[src/rtl/enc_cpu_pkg.sv]
// Shared definitions for the address scan controller: default widths and
// the scan FSM state type.
package enc_cpu_pkg;

    localparam int ADDR_W_DEF   = 16;
    localparam int STRIDE_W_DEF = 4;

    typedef enum logic [1:0] {
        IDLE = 2'd0,
        RUN  = 2'd1,
        DONE = 2'd2
    } scan_state_t;

endpackage

[src/rtl/addr_scan_ctrl_if.sv]
// Request/memory-side bundle of the address scan controller. The master
// modport is the requester and memory side; the slave modport is the controller.
interface addr_scan_ctrl_if
    import enc_cpu_pkg::*;
#(
    parameter int ADDR_W   = ADDR_W_DEF,
    parameter int STRIDE_W = STRIDE_W_DEF
) ();

    logic                start;
    logic [ADDR_W-1:0]   base_addr;
    logic [ADDR_W-1:0]   length;
    logic [STRIDE_W-1:0] stride;
    logic                abort;
    logic                mem_ready;
    logic [ADDR_W-1:0]   address;
    logic                addr_valid;
    logic                busy;
    logic                done;

    modport master (
        output start, base_addr, length, stride, abort, mem_ready,
        input  address, addr_valid, busy, done
    );

    modport slave (
        input  start, base_addr, length, stride, abort, mem_ready,
        output address, addr_valid, busy, done
    );

endinterface

[src/rtl/addr_step_counter.sv]
// Loadable address counter that advances by a zero-extended stride on each
// enable; arithmetic wraps modulo 2^W.
module addr_step_counter #(
    parameter int W  = 16,
    parameter int SW = 4
) (
    input  logic          clk,
    input  logic          rst_n,
    input  logic          load,
    input  logic          enable,
    input  logic [W-1:0]  load_val,
    input  logic [SW-1:0] stride,
    output logic [W-1:0]  count
);

    logic [W-1:0] count_q;
    logic [W-1:0] count_d;

    always_comb begin
        count_d = count_q;
        if (load) begin
            count_d = load_val;
        end else if (enable) begin
            count_d = count_q + W'(stride);
        end
    end

    // NOTE: clocked state uses non-blocking assignments so every flop samples
    // pre-edge values, independent of process evaluation order.
    always_ff @(posedge clk or negedge rst_n) begin
        if (!rst_n) begin
            count_q <= '0;
        end else begin
            count_q <= count_d;
        end
    end

    assign count = count_q;

endmodule

[src/rtl/addr_scan_ctrl.sv]
// Address scan controller: issues `length` addresses from `base_addr` in
// `stride` steps over a valid/ready handshake, then pulses done for one cycle.
module addr_scan_ctrl
    import enc_cpu_pkg::*;
#(
    parameter int ADDR_W   = ADDR_W_DEF,
    parameter int STRIDE_W = STRIDE_W_DEF
) (
    input  logic             clk,
    input  logic             reset,
    addr_scan_ctrl_if.slave  bus
);

    scan_state_t         state_q,     state_d;
    logic [ADDR_W-1:0]   remaining_q, remaining_d;
    logic [STRIDE_W-1:0] stride_q,    stride_d;

    logic                cnt_load;
    logic                cnt_en;
    logic                beat;
    logic [ADDR_W-1:0]   cnt_addr;

    assign beat = (state_q == RUN) && bus.mem_ready;

    // NOTE: every variable gets a default before the case so no path leaves
    // one unassigned, which would otherwise infer a latch.
    always_comb begin
        state_d     = state_q;
        remaining_d = remaining_q;
        stride_d    = stride_q;
        cnt_load    = 1'b0;
        cnt_en      = 1'b0;

        unique case (state_q)
            IDLE: begin
                if (bus.start && !bus.abort) begin
                    if (bus.length != '0) begin
                        state_d     = RUN;
                        remaining_d = bus.length;
                        stride_d    = bus.stride;
                        cnt_load    = 1'b1;
                    end else begin
                        state_d = DONE;
                    end
                end
            end
            RUN: begin
                // Abort wins over a beat accepted on the same edge.
                if (bus.abort) begin
                    state_d     = IDLE;
                    remaining_d = '0;
                end else if (beat) begin
                    cnt_en      = 1'b1;
                    remaining_d = remaining_q - ADDR_W'(1);
                    if (remaining_q == ADDR_W'(1)) begin
                        state_d = DONE;
                    end
                end
            end
            DONE: begin
                state_d = IDLE;
            end
            default: begin
                state_d = IDLE;
            end
        endcase
    end

    always_ff @(posedge clk or negedge reset) begin
        if (!reset) begin
            state_q     <= IDLE;
            remaining_q <= '0;
            stride_q    <= '0;
        end else begin
            state_q     <= state_d;
            remaining_q <= remaining_d;
            stride_q    <= stride_d;
        end
    end

    // Loads from the live input so the first address is stride-free.
    addr_step_counter #(
        .W  (ADDR_W),
        .SW (STRIDE_W)
    ) u_step (
        .clk      (clk),
        .rst_n    (reset),
        .load     (cnt_load),
        .enable   (cnt_en),
        .load_val (bus.base_addr),
        .stride   (stride_q),
        .count    (cnt_addr)
    );

    assign bus.address    = cnt_addr;
    assign bus.addr_valid = (state_q == RUN);
    assign bus.busy       = (state_q != IDLE);
    assign bus.done       = (state_q == DONE) && !bus.abort;

endmodule

[src/flat_wrapper.sv]
// flat-port wrapper written by rule: the top's interface ports become plain ports
module addr_scan_ctrl_flat import enc_cpu_pkg::*;
#(
    parameter int ADDR_W   = ADDR_W_DEF,
    parameter int STRIDE_W = STRIDE_W_DEF
)
  (clk, reset, bus_start, bus_base_addr, bus_length, bus_stride, bus_abort, bus_mem_ready, bus_address, bus_addr_valid, bus_busy, bus_done);
  addr_scan_ctrl_if #(.ADDR_W(ADDR_W), .STRIDE_W(STRIDE_W)) bus_i ();
  input  logic clk;
  input  logic reset;
  input wire logic [$bits(bus_i.start)-1:0] bus_start;
  input wire logic [$bits(bus_i.base_addr)-1:0] bus_base_addr;
  input wire logic [$bits(bus_i.length)-1:0] bus_length;
  input wire logic [$bits(bus_i.stride)-1:0] bus_stride;
  input wire logic [$bits(bus_i.abort)-1:0] bus_abort;
  input wire logic [$bits(bus_i.mem_ready)-1:0] bus_mem_ready;
  output wire logic [$bits(bus_i.address)-1:0] bus_address;
  output wire logic [$bits(bus_i.addr_valid)-1:0] bus_addr_valid;
  output wire logic [$bits(bus_i.busy)-1:0] bus_busy;
  output wire logic [$bits(bus_i.done)-1:0] bus_done;
  assign bus_i.start = bus_start;
  assign bus_i.base_addr = bus_base_addr;
  assign bus_i.length = bus_length;
  assign bus_i.stride = bus_stride;
  assign bus_i.abort = bus_abort;
  assign bus_i.mem_ready = bus_mem_ready;
  assign bus_address = bus_i.address;
  assign bus_addr_valid = bus_i.addr_valid;
  assign bus_busy = bus_i.busy;
  assign bus_done = bus_i.done;
  addr_scan_ctrl #(.ADDR_W(ADDR_W), .STRIDE_W(STRIDE_W)) u_core (.clk(clk), .reset(reset), .bus(bus_i));
endmodule
[config.mk]
export PLATFORM = sky130hd
export DESIGN_NAME = addr_scan_ctrl_flat
export DESIGN_NICKNAME = d
export VERILOG_FILES = /design/src/rtl/enc_cpu_pkg.sv /design/src/rtl/addr_scan_ctrl_if.sv /design/src/rtl/addr_step_counter.sv /design/src/rtl/addr_scan_ctrl.sv /design/src/flat_wrapper.sv
export SDC_FILE = /design/constraint.sdc
export NUM_CORES = 1
export LEC_CHECK = 0
export CAP_MARGIN = 20
export CORE_MARGIN = 2
export CORE_UTILIZATION = 35
export CTS_CLUSTER_SIZE = 30
export DETAILED_ROUTE_END_ITERATION = 10
export SLEW_MARGIN = 20
export SYNTH_ARGS = -nofsm -noshare
export SYNTH_HDL_FRONTEND = slang
export SYNTH_HIERARCHICAL = 1
export SYNTH_SLANG_ARGS = --single-unit
[constraint.sdc]
create_clock -name clk -period 6.1 [get_ports clk]
set_input_delay 1.525 -clock clk [delete_from_list [all_inputs] [get_ports clk]]
set_output_delay 1.525 -clock clk [all_outputs]
set_load 0.005 [all_outputs]
After elaboration in Yosys (flattened, before gate mapping):

Index checks and enable logic that the tools add are counted.

* flip-flop bits (word level): 38
* bits of input ports: 41
* logic and storage cells: 44

* add/sub/neg operators: 2
* equality and inequality tests: 7
* mux-type cells: 19
* reduce and logical (&&, ||, !) cells: 12

Operators with widths (number)
* $mux 16: 6
* $pmux 16 s2: 1
* $add 16x4->16: 1
* $eq 16x1->1 const B: 1
* $reduce_bool 16->1: 1
* $sub 16x1->16 const B: 1
* $mux 2: 5
* $mux 1: 6
* $ne 3x2->1 const B: 2
* $reduce_and 3->1: 2
* $reduce_bool 2->1: 3
* $ne 2x1->1 const B: 2
* $pmux 2 s2: 1
* $reduce_and 4->1: 1
* $logic_and 1x1->1: 3
* $eq 2x1->1 const B: 1
* $eq 2x2->1 const B: 1
* $logic_not 2->1: 1
* $logic_not 1->1: 1

Depth between registers and ports, before layout:

* depth after elaboration: 7
* depth in mapped cells: 10
* depth with buffers taken out: 8

By module:

Netlist, hierarchy kept.

Modules (own cells, without submodules)
* addr_scan_ctrl: times used 1, cells each 155, area each 1387.6 um^2, seq. area each 550.5 um^2
* addr_step_counter: times used 1, cells each 115, area each 1032.2 um^2, seq. area each 400.4 um^2

Worst setup path after synthesis:

No wires, ideal clock.

* path type: input -> output
* start: in bus_abort
* end: out bus_done
* data arrival time: 1.741 ns
* slack: 2.834 ns
* stages on the path: 1
* buffers on the path: 0
* cell sequence: nor3b_1

* longest elaborated chain between the ends: 2

Ends and longest elaborated chain
* start: declaration: RTL line flat_wrapper.sv:15 `input wire logic [$bits(bus_i.abort)-1:0] bus_abort;`
* $logic_not 1->1: RTL line addr_scan_ctrl.sv:98 `assign bus.done = (state_q == DONE) && !bus.abort;`
* $logic_and 1x1->1: RTL line addr_scan_ctrl.sv:98
* end: declaration: RTL line flat_wrapper.sv:20 `output wire logic [$bits(bus_i.done)-1:0] bus_done;`

Every way passes these cells.

Final worst setup path:

Same ends and word-level chain as after synthesis.

==> impl_metrics.csv <==
group,metric,value,unit
layout,nFillCells,700,
floorplan,die_h,87.2,um
layout,drive_above_1_share,7.74,%
layout,multi_input_area,1310,um2
detailed_routing,drt_iter0_drc,213,
sta,rsz0062_at_grt,"false",
min_path,worstHoldEndpoint,"u_core/remaining_q[15]",
place,place.gp.congestion,0.846,
pwr,vdd_drop_max,193,uV
layout,antenna_cells,0,
place,dp_hpwl,4.60,mm
cts,cts_tree,"done",
setup_path,cp_data_required_time,4.58,ns
floorplan,start_util,35.8,%
min_path,min-delay-start,"u_core/remaining_q[15]",
sta,setup_tns,0,ns
setup_path,cp-end-kind,"output port",
yosys,ys_ff_latch,38,
yosys,synth_area_leaders,"dfrtp_1, o21ai_0, a21oi_1",
global_route,grt_pass1_vias,2130,
floorplan,core.rowCount,30,
yosys,synth_edf_count,0,
global_route,grt_pass1_wl,10.4,mm
layout,fin_nets,371,
setup_path,rrSetupSlack,2.82,ns
floorplan,die_width,87.2,um
setup_path,ff2ff_path_depth,8,
cts,clk_pin_slew,0.07,ns
floorplan,io-pin-count,60,
cts,clk_path_buf_depth,2,
setup_path,cp-start-kind,"input pin",
yosys,syn-instance-count,270,
layout,areaGrowthSynthToFinish,27.3,%
pwr,power_density,437,nW/um2
yosys,synth_area_leader_cell,"dfrtp_1",
cts,htreeDepth,2,
yosys,yosysWarnings,6,
floorplan,core,6760,um2
pwr,p_switching,577,uW
cts,cts_resized,0,
setup_path,critPathKind,"in -> out",
yosys,seq_area_frac_synth,39.3,%
sta,final-hold-violation-count,0,
detailed_routing,via_per_inst,5.50,
setup_path,worstPathArrival,2.75,ns
min_path,hold_path_depth,2,
yosys,ys_async_sr_fraction,100,%
cts,cts_root_buf,"clkbuf_8",
run,drv_cap,0,
yosys,synth_cell_types,57,
setup_path,path_max_fanout,5,
sta,finalSetupViolations,0,
place,io_buffers,59,
global_route,grt_max_degree,39,
pwr,intPower,770,uW
cts,cts_hold_buffers,0,
cts,clock-sinks,38,
setup_path,r2r-end,"u_core/u_step/count[12]",
yosys,ys.flop_type,"dfrtp_1",
detailed_routing,wirelength,6.22,mm
pwr,comb_power_share,50.9,%
setup_path,r2r-start,"u_core/state_q[1]",
sta,fmax,234,MHz
global_route,grt.total_usage,17.2,%
global_route,gr-total-overflow,0,
yosys,synth_nets,318,
cts,cts_setup_buffers,0,
min_path,hold_class,"reg -> reg",
setup_path,startpoint,"bus_abort",
cts,numCtsBuffers,5,
pwr,pwr-share-clk,12.2,%
floorplan,die-area,7600,um2
cts,clock_latency,0.28,ns
sta,drv_slew,0,
detailed_routing,firstDrtPassIters,4,
detailed_routing,wl_per_cell,15.4,um
detailed_routing,dr_total_vias,2217,
sta,slew_headroom,42.6,%
sta,period_needed,4.27,ns
layout,final_cells,403,
sta,post-route-period-util,70.1,%
layout,register_area,951,um2
detailed_routing,drc,0,
sta,tightest_slew,0.861,ns
pwr,power_leakage,0.00117,uW
yosys,synth_top_area_share,39.3,%
place,placed_cells,396,
detailed_routing,ant_nets,0,
outcome,status,"completed",
global_route,antenna_found_initial,0,
yosys,syn_area,2420,um2
sta,worst_clock_skew,0.00963,ns
yosys,syn_area_per_cell,8.96,um2
pwr,swShare,42.8,%
pwr,power_frac_seq,36.9,%
## metal layers
layer  wire length, um  vias up  track usage [%]  share of wire (%)
met5                 0        -                0                  0
met4                34        0             3.78               0.55
met3               160        2             2.56                2.6
met2              3020       47             27.6                 49
met1              3000     1056             24.8                 48
li1                  -     1112                -                  -
## logic make-up (layout without fill, tap and decap cells)
logic type | count (synthesis) | after routing | share of synthesized area (%)
buffers and inverters | 27 | 80 | 6.62
and+or+nand+nor | 91 | 91 | 20.7
AOI/OAI and AO/OA | 93 | 93 | 23.8
xor gates and xnor gates | 7 | 7 | 2.53
muxes | 7 | 7 | 3.10
adders and majority gates | 7 | 7 | 3.93
DFF | 38 | 38 | 39.3
## cells in the final DEF (no fill, tap or decap), drive strengths merged, types with 3 or more instances in the layout
master         instances
a211oi                 3
a21oi                 20
a22oi                  4
a31oi                  9
a32oi                  3
clkbuf                 5
clkdlybuf4s50         58
dfrtp                 38
ha                     6
inv                   13
mux2                   4
mux2i                  3
nand2                 20
nand3                  7
nand4                  4
nor2                  23
nor3                   4
nor4                  10
o21a                   3
o21ai                 35
o31ai                  4
or3                    5
or4                    7
xnor2                  6
## synth_stat cells, drive strengths merged (4+ instances only)
cell / n
nand3: 7
nor4: 10
dfrtp: 38
o21ai: 35
o31ai: 4
clkbuf: 6
or3: 5
ha: 6
inv: 13
a22oi: 4
mux2: 4
nand4: 4
nor2: 23
xnor2: 6
buf: 7
or4: 7
nor3: 4
a31oi: 9
nand2: 20
a21oi: 20
## worst max-delay path: stages
cell and delay (ns):
clkdlybuf4s50_1 0.48, nor3b_1 0.22, clkdlybuf4s50_1 0.53
## worst max path at each step
stage                                    to  cells past startpoint
floorplan                          bus_done                      1
global placement                   bus_done                      3
detailed placement  u_core/u_step/count[12]                      8
CTS                                bus_done                      3
global route                       bus_done                      3
finish                             bus_done                      3
## power by group through the flow
stage / Clock, uW / Combinational, uW / Sequential (uW)
CTS: 171 / 687 / 495
global placement: 0 / 678 / 496
global route: 180 / 777 / 517
floorplan: 0 / 479 / 472
finish: 164 / 687 / 497
detailed placement: 0 / 683 / 499
## flip-flops by register name, summed over array words and instances (netlist names)
register / cells
u_core/state_q: 2
u_core/remaining_q: 16
u_core/u_step/count: 16
u_core/stride_q: 4
## final cells by class
type,count,area share [%]
clock inverter,2,0.325
timing repair buffer,60,19.3
sequential,38,30.9
multi-input combinational,205,42.5
inverter,13,1.58
tap,80,3.25
clock buffer,5,2.23
## metrics by stage
stage | setup WS [ns] | total power [uW] | hold WS (ns) | utilization (%) | instance area (um2)
3_5_place_dp | 1.81 | 1180 | 0.502 | 44.4 | 3000
6_report | 1.83 | 1350 | 0.519 | 45.6 | 3080
4_1_cts | 1.81 | 1350 | 0.524 | 45.6 | 3080
2_1_floorplan | 2.83 | 951 | 0.461 | - | 2420
5_1_grt | 1.75 | 1470 | 0.536 | 45.6 | 3080
3_3_place_gp | 1.84 | 1170 | 0.489 | 44.4 | 3000
(Power assumes the default switching activity.)
